## src/rtl/exmem_trap_reg.sv

```systemverilog
// EX->MEM pipeline register with precise trapping signed-overflow handling.
// A trapping add/addi/sub is squashed and EPC/Cause are recorded. MEM then
// receives only bubbles until the front end acknowledges the redirect to excvec.
module exmem_trap_reg #(
  parameter logic [4:0]  EXC_CODE_OV = 5'd12,
  parameter logic [31:0] EXC_VECTOR  = 32'h80000180
) (
  input  logic        clk,
  input  logic        reset,
  input  logic        stallM,
  input  logic        flushM,
  input  logic        validE,
  input  logic [31:0] aluoutE,
  input  logic        overflowE,
  input  logic        ovftrapE,
  input  logic [31:0] writedataE,
  input  logic [4:0]  writeregE,
  input  logic        regwriteE,
  input  logic        memwriteE,
  input  logic        memtoregE,
  input  logic [31:0] pcE,
  input  logic        excack,
  output logic [31:0] aluoutM,
  output logic [31:0] writedataM,
  output logic [4:0]  writeregM,
  output logic        regwriteM,
  output logic        memwriteM,
  output logic        memtoregM,
  output logic        validM,
  output logic        excM,
  output logic        excpend,
  output logic [31:0] excvec,
  output logic [31:0] epc,
  output logic [31:0] cause
);

  typedef enum logic {
    RUN  = 1'b0,
    TRAP = 1'b1
  } state_t;

  // All MEM-stage fields in one record, so a bubble is simply '0.
  typedef struct packed {
    logic        valid;
    logic        regwrite;
    logic        memwrite;
    logic        memtoreg;
    logic [4:0]  writereg;
    logic [31:0] aluout;
    logic [31:0] writedata;
  } mem_t;

  localparam logic [31:0] CAUSE_OV = {25'b0, EXC_CODE_OV, 2'b0};

  state_t state;
  mem_t   m_q;
  mem_t   m_load;
  logic   trap_take;

  // Next MEM contents for a normal load; control bits are qualified by validE.
  always_comb begin
    // NOTE: whole-struct default first, so no field can be left unassigned and infer a latch.
    m_load           = '0;
    m_load.valid     = validE;
    m_load.regwrite  = regwriteE & validE;
    m_load.memwrite  = memwriteE & validE;
    m_load.memtoreg  = memtoregE & validE;
    m_load.writereg  = writeregE;
    m_load.aluout    = aluoutE;
    m_load.writedata = writedataE;
  end

  assign trap_take = validE & overflowE & ovftrapE;

  // Pipeline register and RUN/TRAP control. Priority: flush > TRAP squash > stall > trap > load.
  always_ff @(posedge clk or negedge reset) begin
    if (!reset) begin
      state <= RUN;
      m_q   <= '0;
      excM  <= 1'b0;
      epc   <= '0;
      cause <= '0;
    end else begin
      // NOTE: non-blocking assignments throughout, so every register samples pre-edge values.
      excM <= 1'b0;
      if (state == TRAP && excack) begin
        state <= RUN;
      end
      if (flushM || state == TRAP) begin
        m_q <= '0;
      end else if (stallM) begin
        // Hold everything; EX holds and is re-evaluated once the stall lifts.
      end else if (trap_take) begin
        m_q   <= '0;
        epc   <= pcE;
        cause <= CAUSE_OV;
        excM  <= 1'b1;
        state <= TRAP;
      end else begin
        m_q <= m_load;
      end
    end
  end

  assign aluoutM    = m_q.aluout;
  assign writedataM = m_q.writedata;
  assign writeregM  = m_q.writereg;
  assign regwriteM  = m_q.regwrite;
  assign memwriteM  = m_q.memwrite;
  assign memtoregM  = m_q.memtoreg;
  assign validM     = m_q.valid;
  assign excpend    = (state == TRAP);
  assign excvec     = EXC_VECTOR;

endmodule

```

## config.mk

```make
export PLATFORM = sky130hd
export DESIGN_NAME = exmem_trap_reg
export DESIGN_NICKNAME = d
export VERILOG_FILES = /design/src/rtl/exmem_trap_reg.sv
export SDC_FILE = /design/constraint.sdc
export NUM_CORES = 1
export LEC_CHECK = 0
export CAP_MARGIN = 20
export CORE_MARGIN = 10
export CORE_UTILIZATION = 25
export CTS_BUF_LIST = sky130_fd_sc_hd__clkbuf_8
export DETAILED_ROUTE_END_ITERATION = 16
export SKIP_LAST_GASP = 1
export SLEW_MARGIN = 5
export SYNTH_ARGS = -nofsm -noshare
export SYNTH_HDL_FRONTEND = slang
export SYNTH_SLANG_ARGS = --single-unit
```

## constraint.sdc

```tcl
create_clock -name clk -period 2.1 [get_ports clk]
set_input_delay 0.21 -clock clk [delete_from_list [all_inputs] [get_ports clk]]
set_output_delay 0.21 -clock clk [all_outputs]
set_load 0.01 [all_outputs]
```

==> insert_results.sql, run 1 <==
INSERT INTO impl_metrics (metric_group, metric, value, unit) VALUES
('pwr', 'totalPowerFinal', '4880', 'uW'),
('critical_path', 'setup.worst_path.start_class', 'flop', ''),
('critical_path', 'worstPathRequired', '1.89', 'ns'),
('sta', 'fin_crit', '1.69', 'ns'),
('floorplanning', 'std_cell_rows', '48', ''),
('final_layout', 'antenna_diodes', '0', ''),
('outcome', 'outcome', 'complete, no violations', ''),
('sta', 'fin_tns_setup', '0', 'ns'),
('logic_synthesis', 'seq_area_frac_synth', '62.0', '%'),
('cts', 'post_cts_hold_buffer_count', '1', ''),
('routing', 'via_per_inst', '4.12', ''),
('critical_path', 'crit_chain', 'clkdlybuf4s50_1', ''),
('placed_design', 'finalWeightedCongestion', '0.726', ''),
('pwr', 'worst_ir_drop_vdd', '0.383', 'mV'),
('global_route', 'pin_count_of_the_biggest_net_entering_global_routing', '46', ''),
('logic_synthesis', 'synth.area.top_cells', 'sky130_fd_sc_hd__dfrtp_1 (62%), sky130_fd_sc_hd__a22o_1 (14%), sky130_fd_sc_hd__buf_4 (11%), sky130_fd_sc_hd__mux2_2 (7.2%), sky130_fd_sc_hd__buf_2 (1.1%)', ''),
('job', 'drv_cap', '0', ''),
('logic_synthesis', 'synth-seq-cells', '108', ''),
('routing', 'post-route-drc-count', '0', ''),
('sta', 'post-route-worst-setup-slack', '0.410', 'ns'),
('logic_synthesis', 'most_frequently_used_cell_type_in_the_post_synthesis_netlist', 'sky130_fd_sc_hd__dfrtp_1', ''),
('critical_path', 'slowest_delay', '0.61', 'ns'),
('sta', 'fin_worst_skew', '0.0141', 'ns'),
('logic_synthesis', 'synth_top_cell_area_share', '62.0', '%'),
('critical_path', 'cp_max_fo', '5', ''),
('logic_synthesis', 'ys_warn_count', '0', ''),
('critical_path', 'critical-path-top-delay-family', 'buffers and inverters', ''),
('cts', 'cts.repair.resized', '0', ''),
('logic_synthesis', 'netlist_top_cells_count', 'sky130_fd_sc_hd__dfrtp_1 (108), sky130_fd_sc_hd__a22o_1 (70), sky130_fd_sc_hd__buf_4 (63)', ''),
('final_layout', 'final_nets', '633', ''),
('cts', 'clockBufferDepth', '2', ''),
('placed_design', 'detailedPlace.worstSlack', '0.169', 'ns'),
('sta', 'min_period_over_period', '80.5', '%'),
('hold_path', 'hold_path_class', 'in -> async', ''),
('logic_synthesis', 'number_of_flops_mapped_to_enable_cells_by_yosys', '0', ''),
('floorplanning', 'floorplan.initialDensity', '25.4', '%'),
('critical_path', 'critPathCaptureType', 'primary output', ''),
('sta', 'hold_ws', '0.325', 'ns'),
('pwr', 'power.leakage', '0.00302', 'uW'),
('global_route', 'number_of_antenna_violations_at_the_first_check_in_global_routing', '0', ''),
('floorplanning', 'io_pins', '283', ''),
('routing', 'detail_route.wirelength', '13700', 'um'),
('logic_synthesis', 'synth_cells', '304', ''),
('cts', 'cts.root.buffer_cell', 'sky130_fd_sc_hd__clkbuf_8', ''),
('logic_synthesis', 'synth-main-ff-cell', 'sky130_fd_sc_hd__dfrtp_1', ''),
('floorplanning', 'die_y', '152', 'um'),
('logic_synthesis', 'post_synthesis_instance_area', '4360', 'sq um'),
('sta', 'max_fclk', '592', 'MHz'),
('routing', 'routed-via-count', '3094', ''),
('routing', 'final_antenna_net_count', '0', ''),
('cts', 'clock-sinks', '108', ''),
('floorplanning', 'fp.dieArea', '23100', 'sq um'),
('routing', 'routedWlPerCell', '18.3', 'um'),
('critical_path', 'data_arrival_critical_path', '1.48', 'ns'),
('routing', 'drtPass1Iterations', '4', ''),
('sta', 'setup-violations-final', '0', ''),
('final_layout', 'instances_no_fill', '751', ''),
('sta', 'finalMaxSlewViolations', '0', ''),
('global_route', 'overall_global_routing_resource_usage', '11.7', '%'),
('critical_path', 'worst-r2r-setup-slack', '0.50', 'ns'),
('cts', 'clock_tree_from_tritoncts', 'built', ''),
('critical_path', 'critical_path_class', 'reg -> out', ''),
('sta', 'unrepaired_setup_endpoints_after_global_routing', 'false', ''),
('floorplanning', 'placeableCoreArea', '17200', 'sq um'),
('logic_synthesis', 'average_cell_area_after_synthesis', '14.3', 'sq um'),
('routing', 'first_iter_violations', '147', ''),
('cts', 'total_clock_buffers_created_by_cts', '9', ''),
('global_route', 'grt_first_pass_wirelength', '21600', 'um'),
('sta', 'timing.final.hold_violations', '0', ''),
('pwr', 'power.density_cell_area', '718', 'nW/um^2'),
('global_route', 'first_global_vias', '3516', '');
where the power goes:
| part | total (uW) | switching (uW) | internal, uW |
|---|---|---|---|
| combinational | 1230 | 483 | 749 |
| sequential | 2440 | 130 | 2310 |
| clock | 1210 | 732 | 476 |
| total | 4880 | 1340 | 3530 |
sequential cells by signal, summed over array words and instances, names as in the netlist:
| signal | flops |
|---|---|
| validM | 1 |
| writedataM | 32 |
| memtoregM | 1 |
| cause | 1 |
| aluoutM | 32 |
| excpend | 1 |
| epc | 32 |
| regwriteM | 1 |
| memwriteM | 1 |
| excM | 1 |
| writeregM | 5 |
final timing paths:
check                                    startpoint                          to  cells past startpoint
worst max-delay path              excpend$_DFF_PN0_                     excpend                      1
worst min-delay path                          reset    writeregM[1]$_DFFE_PN0P_                      2
worst max register to register    excpend$_DFF_PN0_  writedataM[14]$_DFFE_PN0P_                      3
worst min register to register  epc[17]$_DFFE_PN0P_         epc[17]$_DFFE_PN0P_                      1
max in group asynchronous                     reset         epc[30]$_DFFE_PN0P_                      3
min in group clk                             excack           excpend$_DFF_PN0_                      3
layout make-up:
cell class                 count  area [sq um]
multi-input combinational    173          1310
clock inverter                 6          45.0
sequential                   108          2700
inverter                       1          3.75
clock buffer                  10           138
tap                          225           282
timing repair buffer         228          2310
fill                        1638         10400
routing by layer:
metal  part of all wire, %  GRT usage (%)  vias to the layer above
met2                    50           19.7                      154
met3                   8.8           4.77                       12
met4                   1.7           4.49                        0
li1                      -              -                     1402
met5                     0              0                        -
met1                    39           12.9                     1526
placed cells by master, fill, tap and decap left out, drive strengths merged:
cell type	count
nor4b	1
dfrtp	108
clkbuf	10
inv	4
a22o	70
clkdlybuf4s50	219
buf	8
clkinv	3
or2	1
a32o	3
a21o	1
nor4	1
conb	62
mux2	32
nand3	1
dlygate4sd3	1
nor3b	1
kinds of logic after synthesis:
group	after synthesis	synth area share, %
buf+inv	83	13.4
mux	32	8.27
compound gates	74	14.9
simple gates	5	1.23
other cells	2	0.172
flops	108	62.0
stage by stage:
stage          cell area [sq um]  util [%]
4_1_cts                     6790      39.5
5_1_grt                     6790      39.5
2_1_floorplan               4580         -
6_report                    6790      39.5
3_5_place_dp                6600      38.4
3_3_place_gp                6600      38.4
No activity file was read; power rests on OpenSTA's default activity.
==> run 2: changes to the inputs <==
- clock period: 2.1 -> 1.7 ns (I/O delays scaled with it)
==> run 2 against run 1 <==
  * Clock power up 25%
  * Cell count up 1.3%
  * First-iteration DRC count down 28%
  * Register-to-register slack worse by 0.43 ns
  * Clock skew up 0.0015 ns
  * Worst setup slack worse by 0.34 ns
  * Total power up 24%
  * Critical path depth up 3
  * Critical path type is now reg -> reg
  * Largest power group unchanged
==> insert_results.sql, run 2 (same netlist as run 1, synthesis figures left out) <==
INSERT INTO impl_metrics (metric_group, metric, value, unit) VALUES
('pwr', 'power.density_cell_area', '880', 'nW/um^2'),
('pwr', 'power.share.combinational', '25.5', '%'),
('cts', 'total_clock_buffers_created_by_cts', '9', ''),
('critical_path', 'worstPathRequired', '1.97', 'ns'),
('job', 'drv_cap', '0', ''),
('pwr', 'power.switching', '1700', 'uW'),
('pwr', 'power.share.switching', '28.1', '%'),
('global_route', 'first_global_vias', '3570', ''),
('sta', 'finalMaxSlewViolations', '0', ''),
('critical_path', 'data_arrival_critical_path', '1.90', 'ns'),
('placed_design', 'place.detailed.hpwl', '10800', 'um'),
('routing', 'drtPass1Iterations', '4', ''),
('global_route', 'number_of_antenna_violations_at_the_first_check_in_global_routing', '3', ''),
('global_route', 'grt_first_pass_wirelength', '21600', 'um'),
('critical_path', 'critPathCaptureType', 'flop', ''),
('outcome', 'outcome', 'complete, no violations', ''),
('final_layout', 'multiInputGateArea', '1310', 'sq um'),
('critical_path', 'critical-path-top-delay-family', 'flip-flops', ''),
('cts', 'clockBufferDepth', '2', ''),
('critical_path', 'crit_chain', 'buf_4 -> nor4_4 -> buf_12 -> mux2_2', ''),
('cts', 'cts.repair.resized', '0', ''),
('routing', 'routedWlPerCell', '18.1', 'um'),
('critical_path', 'cp_max_fo', '34', ''),
('sta', 'fin_crit', '1.63', 'ns'),
('routing', 'detail_route.wirelength', '13800', 'um'),
('final_layout', 'final_layout_size_suffix_gt1_share', '12.0', '%'),
('floorplanning', 'placeableCoreArea', '17200', 'sq um'),
('pwr', 'portion_of_total_power_attributed_to_sequential_cells', '49.6', '%'),
('cts', 'clock-sinks', '108', ''),
('routing', 'routed-via-count', '3158', ''),
('global_route', 'grt.overflow.total', '0', ''),
('floorplanning', 'fp.dieArea', '23100', 'sq um'),
('critical_path', 'cp_slowest_cell', 'sky130_fd_sc_hd__dfrtp_1', ''),
('routing', 'final_antenna_net_count', '0', ''),
('floorplanning', 'die_y', '152', 'um'),
('final_layout', 'final_nets', '640', ''),
('cts', 'clock_tree_from_tritoncts', 'built', ''),
('routing', 'via_per_inst', '4.15', ''),
('routing', 'post-route-drc-count', '0', ''),
('final_layout', 'mostFrequentLayoutCell', 'sky130_fd_sc_hd__clkdlybuf4s50_1', ''),
('cts', 'cts.clk_slew.worst_paths', '0.11', 'ns'),
('pwr', 'worst_ir_drop_vdd', '0.407', 'mV'),
('final_layout', 'synthToLayoutAreaGrowth', '57.9', '%'),
('sta', 'timing.final.hold_violations', '0', ''),
('critical_path', 'path_buf_inv', '2', ''),
('sta', 'unrepaired_setup_endpoints_after_global_routing', 'false', ''),
('sta', 'hold_ws', '0.193', 'ns'),
('cts', 'clock_latency', '0.38', 'ns'),
('floorplanning', 'std_cell_rows', '48', ''),
('global_route', 'pin_count_of_the_biggest_net_entering_global_routing', '74', ''),
('sta', 'fin_worst_skew', '0.0157', 'ns'),
('hold_path', 'hold_path_class', 'in -> async', ''),
('pwr', 'clkPwrFrac', '24.9', '%'),
('sta', 'min_period_over_period', '95.8', '%'),
('placed_design', 'finalWeightedCongestion', '0.739', ''),
('pwr', 'power.leakage', '0.00306', 'uW'),
('critical_path', 'critical_path_class', 'reg -> reg', ''),
('floorplanning', 'io_pins', '283', ''),
('sta', 'setup-violations-final', '0', ''),
('sta', 'max_fclk', '614', 'MHz'),
('final_layout', 'final.fill_count', '1646', ''),
('placed_design', 'placement.io_buffers', '220', ''),
('cts', 'cts-htree-levels', '3', ''),
('routing', 'first_iter_violations', '106', ''),
('final_layout', 'seq_area', '2700', 'sq um'),
('pwr', 'totalPowerFinal', '6050', 'uW'),
('pwr', 'power_report.internal_total', '4350', 'uW'),
('final_layout', 'core_occupancy_in_the_finished_layout', '40.0', '%'),
('critical_path', 'worst-r2r-setup-slack', '0.07', 'ns'),
('final_layout', 'most-common-layout-cells', 'sky130_fd_sc_hd__clkdlybuf4s50_1 (219), sky130_fd_sc_hd__dfrtp_1 (108), sky130_fd_sc_hd__a22o_1 (70)', ''),
('floorplanning', 'floorplan.initialDensity', '25.4', '%'),
('critical_path', 'setup.worst_path.start_class', 'flop', ''),
('global_route', 'overall_global_routing_resource_usage', '11.7', '%'),
('floorplanning', 'die_width', '152', 'um'),
('critical_path', 'slowest_delay', '0.40', 'ns'),
('cts', 'cts.root.buffer_cell', 'sky130_fd_sc_hd__clkbuf_8', '');
==> run 2: cell count changes in the layout (fill, tap and decap cells not counted), sizes merged <==
cell / change
buf: +7
diode: +3
clkbuf: -1
clkinv: +1
clkinvlp: +1
inv: -1
==> run 2: repair_timing <==
action                     in CTS  in global routing
hold buffers                    1                  0
hold endpoints to repair       85                  0
setup endpoints to repair       1                  0
setup buffers                   1                  0
==> run 2: area by class of cell <==
| cell class | count | share of cell area (%) |
|---|---|---|
| Antenna cell | 3 | 0.109 |
| Clock buffer | 9 | 1.80 |
| Clock inverter | 7 | 0.891 |
| Inverter | 1 | 0.0546 |
| Multi-Input combinational cell | 173 | 19.0 |
| Sequential cell | 108 | 39.3 |
| Tap cell | 225 | 4.09 |
| Timing Repair Buffer | 235 | 34.7 |
==> run 2: through the flow <==
stage                     std cells  instance area [sq um]  setup slack [ns]  TNS [ns]
after floorplan                 364                   4580            0.0681         0
after global placement          740                   6670           -0.0688     -2.70
after detailed placement        740                   6670           -0.0641     -3.05
after CTS                       758                   6870            0.0609         0
after global routing            761                   6880            0.0126         0
final                           761                   6880            0.0715         0
==> run 2: layer usage <==
layer  GRT usage, %  part of all wire (%)  routed length [um]
met2           20.0                    50                6890
met3           4.49                   8.2                1130
met5              0                     0                   0
met4           6.19                   2.6                 354
met1           12.3                    39                5400
==> run 2: worst register-to-register path: cells and delay by family, from the launching register on <==
family	cells	cell delay [ns]
flops	1	0.40
buf+inv	2	0.40
mux	1	0.37
simple gates	1	0.34
==> run 2: path summary, 6_finish.rpt <==
check / from / to / cells past startpoint
min reg2reg: epc[6]$_DFFE_PN0P_ / epc[6]$_DFFE_PN0P_ / 1
min in group clk: excack / excpend$_DFF_PN0_ / 3
min: reset / epc[5]$_DFFE_PN0P_ / 2
max reg2reg: excpend$_DFF_PN0_ / epc[1]$_DFFE_PN0P_ / 4
max: excpend$_DFF_PN0_ / epc[1]$_DFFE_PN0P_ / 4
max in group asynchronous: reset / writedataM[7]$_DFFE_PN0P_ / 3
==> run 2: power by group through the flow <==
stage	Sequential, uW	Clock [uW]	Combinational (uW)
finish	3000	1510	1550
global route	3040	1690	1660
CTS	3010	1590	1570
detailed placement	3050	0	1560
global placement	3050	0	1540
floorplan	3180	0	482
==> run 3: changes to the inputs <==
- CAP_MARGIN: 20 -> not set
==> results of run 3 <==
The final DEF is identical to that of run 2; final timing and power are the same.
